File: config.mk
export PLATFORM = sky130hd
export DESIGN_NAME = cd_4532
export DESIGN_NICKNAME = d
export VERILOG_FILES = /design/src/rtl/cd_4532.sv
export SDC_FILE = /design/constraint.sdc
export NUM_CORES = 1
export LEC_CHECK = 0
export ABC_CLOCK_PERIOD_IN_PS = 1000
export BUFFER_PORTS_ARGS = -buffer_cell sky130_fd_sc_hd__buf_2
export CORE_AREA = 2 2 39 41
export DETAILED_ROUTE_END_ITERATION = 10
export DIE_AREA = 0 0 41 43
export GPL_TIMING_DRIVEN = 1
export SYNTH_ARGS = -nofsm -noshare
export SYNTH_HDL_FRONTEND = slang
export SYNTH_SLANG_ARGS = --single-unit
File: constraint.sdc
create_clock -name clk -period 1 [get_ports clk]
set_clock_uncertainty 0.05 [all_clocks]
set_input_delay 0.1 -clock clk [delete_from_list [all_inputs] [get_ports clk]]
set_output_delay 0.1 -clock clk [all_outputs]
set_load 0.005 [all_outputs]
File: src/rtl/cd_4532.sv
// rtl/cd_4532.sv - 3-to-8 line decoder with active-low outputs and optional output register
//
// Purpose:
//   Decodes the 3-bit select A onto eight active-low lines Y. The decoder is
//   enabled only when E == 3'b100, that is G1 high, G2A_n low and G2B_n low.
//   When enabled, Y[A] is 0 and every other bit is 1. When disabled, Y is 8'hFF.
//
// Parameters:
//   OUT_REG - 1: Y is registered on clk, with one cycle of latency and a
//                synchronous active-high rst that forces Y to 8'hFF.
//             0: Y is purely combinational, and clk/rst are ignored.
//
// Ports:
//   clk  in   1  clock; state updates on the rising edge
//   rst  in   1  synchronous active-high reset
//   E    in   3  enable group {G1, G2A_n, G2B_n}
//   A    in   3  binary select, A[0] = LSB
//   Y    out  8  decoded outputs, active-low; Y[i] is low for A == i

module cd_4532 #(
    parameter bit OUT_REG = 1'b1
) (
    input  logic       clk,
    input  logic       rst,
    input  logic [2:0] E,
    input  logic [2:0] A,
    output logic [7:0] Y
);

    logic       enabled;
    logic [7:0] y_next;

    assign enabled = (E == 3'b100);

    always_comb begin
        y_next = 8'hFF;
        if (enabled) begin
            y_next[A] = 1'b0;
        end
    end

    generate
        if (OUT_REG) begin : g_reg
            // Reset takes priority over decode. A is never held while the
            // decoder is disabled, so the first enabled edge decodes the A
            // present at that edge.
            always_ff @(posedge clk) begin
                if (rst) begin
                    Y <= 8'hFF;
                end else begin
                    Y <= y_next;
                end
            end
        end else begin : g_comb
            assign Y = y_next;
        end
    endgenerate

endmodule

==> results.py <==
metrics = {
    "status": {
        "result_of_the_run": "completed",
    },
    "floorplan": {
        "floorplan.die_area_mm2": 0.00176,
        "die_w_um": 41,
        "top_level_ports": 16,
        "starting_density_of_the_core": 0.184,
        "die_h_um": 43,
        "fp-row-count": 14,
        "placeable_area_mm2": 0.00138,
    },
    "cells_and_area": {
        "seqCellArea_um2": 160,
        "final.fill_count": 145,
        "final_area_um2": 380,
        "insertedDiodeCount": 0,
        "layout.nets": 49,
        "syn_to_final_growth_pct": 49.0,
        "largest_register_by_flop_count": "Y",
        "max_reg_flops": 8,
        "largestRegisters": "Y x8",
        "final_layout_size_suffix_gt1_frac": 0.513,
        "multi_input_comb_area_um2": 95.1,
    },
    "clocking": {
        "clock_tree.htree_level_count": 1,
        "clock_sink_count": 8,
        "cts.hold.buffers_added": 0,
        "post_cts_gate_resize_count": 0,
        "cts_root_buf": "clkbuf_4",
        "tritoncts_clock_tree": "yes",
        "clk_pin_slew_worst_paths_ns": 0.05,
        "cts_setup_buffers": 0,
        "numCtsBuffers": 3,
        "cts_buffer_depth": 2,
    },
    "timing": {
        "setup_repair_after_global_routing_missed_its_margin": "no",
        "final_period_minus_worst_setup_slack_ns": 0.801,
        "setup-tns-final_ns": 0,
        "worst_pin_slew_ns": 0.175,
        "final-max-slew-violation-count": 0,
        "layout_worst_path_cycle_share": 0.801,
        "worst_slew_margin_rel": 0.883,
        "setup_viol": 0,
        "fmaxAchievable_mhz": 1250,
        "final_hold_viols": 0,
    },
    "drt": {
        "via_per_inst": 4.13,
        "detail_route.drc_violations": 0,
        "first_pass_iters": 4,
        "ant_nets": 0,
        "drtIter0Drc": 5,
        "routed_wirelength_um": 417,
        "routed_vias": 227,
        "routedWlPerCell_um": 7.58,
    },
    "global_route": {
        "globalRoute.totalOverflow": 0,
        "grt_max_degree": 9,
        "grt_busiest_layer": "met2",
        "global_route.usage.met2": 0.0813,
        "global_route_wire_length_before_repair_um": 579,
        "antenna_found_initial": 0,
        "met1_usage": 0.0387,
        "first_global_vias": 182,
        "grtUsageMet3": 0.0157,
        "grt_usage": 0.0533,
    },
    "critical_path": {
        "timing.critical_path.max_delay_family": "flip-flops",
        "setup.worst_path.start_class": "register",
        "critical-path-slowest-cell": "dfxtp_1",
        "critical_path.max_fanout": 1,
        "critical_path_arrival_ns": 0.65,
        "path_cells": "buf_2",
        "crit_type": "reg -> out",
        "critical-path-max-stage-delay_ns": 0.29,
        "worst-endpoint-required_ns": 0.85,
        "crit_path_buf_inv_count": 1,
        "cp-end-kind": "primary output",
    },
    "place": {
        "placed_cell_area_um2": 358,
        "gp_congestion": 0.606,
        "portBuffers": 15,
        "place_hpwl_um": 332,
    },
    "power": {
        "report.power.total_uw": 596,
        "powerDensity_mw_per_mm2": 1570,
        "vdd.ir_drop.worst_uv": 200,
        "total_leakage_power_uw": 0.000145,
    },
    "synth": {
        "combinational_family_with_the_most_area_after_synthesis": "simple AND/OR/NAND/NOR gates",
        "ys_seq_area_frac": 0.627,
        "post_synth_and_or_nand_nor_area_fraction": 0.373,
        "post_synth_xor_area_fraction": 0,
        "postSynthNetCount": 28,
        "postSynthAreaPerCell_um2": 12.8,
        "yosysUniqueCellTypes": 9,
        "synth_compound_gate_area_share": 0,
        "fraction_of_the_mapped_netlist_area_in_adder_cells": 0,
        "yosys-mux-area-fraction": 0,
        "ys.warnings.count": 0,
        "ys_seq_elements": 8,
        "synth_area_um2": 255,
        "number_of_instances_in_the_synthesized_netlist": 20,
    },
    "hold_path": {
        "hp-class": "in -> reg",
    },
    "job": {
        "max_cap_violations": 0,
    },
}
-- per-stage QoR --
step / setup slack (ns) / std cells / utilization / hold WS (ns)
3_3_place_gp: 0.0647 / 52 / 0.259 / 0.296
6_report: 0.199 / 55 / 0.275 / 0.0467
5_1_grt: 0.153 / 55 / 0.275 / 0.0398
2_1_floorplan: 0.203 / 20 / - / 0.122
3_5_place_dp: 0.0604 / 52 / 0.259 / 0.295
4_1_cts: 0.187 / 55 / 0.275 / 0.0362
-- cell usage after synthesis (all sizes together) --
cell / count / area [um^2]
nand3: 1 / 5.00
dfxtp: 8 / 160
nand4: 1 / 6.26
nand4b: 3 / 26.3
nor3b: 2 / 15.0
nand2: 2 / 7.51
nor2: 1 / 3.75
nand3b: 1 / 7.51
nor4b: 1 / 23.8
-- logic make-up after synthesis --
family	Yosys count
flip-flops	8
AND/OR/NAND/NOR	12
-- power by group --
part / switching (uW) / internal (uW)
Combinational: 20.7 / 21.2
Sequential: 0.326 / 321
Clock: 96.0 / 136
Total: 117 / 479
-- cell type report --
| type | instances | area share |
|---|---|---|
| Sequential cell | 8 | 0.421 |
| Clock buffer | 3 | 0.0592 |
| Timing Repair Buffer | 16 | 0.217 |
| Tap cell | 16 | 0.0526 |
| Multi-Input combinational cell | 12 | 0.250 |
-- placed cells by master (no fill, tap or decap) --
cell / synthesis / routed
buf_2: 0 / 15
buf_4: 0 / 1
clkbuf_4: 0 / 3
dfxtp_1: 8 / 8
nand2_1: 2 / 2
nand3_1: 1 / 1
nand3b_1: 1 / 1
nand4_1: 1 / 1
nand4b_1: 3 / 3
nor2_1: 1 / 1
nor3b_1: 2 / 2
nor4b_4: 1 / 1
-- metal layers --
layer	wire (um)	share of wire
met1	151	0.36
met2	210	0.50
met3	33	0.079
met4	21	0.050
met5	0	0
-- final timing paths --
check                  startpoint               to  cells past startpoint
setup / recovery  Y[5]$_SDFF_PP1_             Y[5]                      1
hold / removal               A[0]  Y[1]$_SDFF_PP1_                      2
Note: power is estimated with default switching activity, not from simulation.
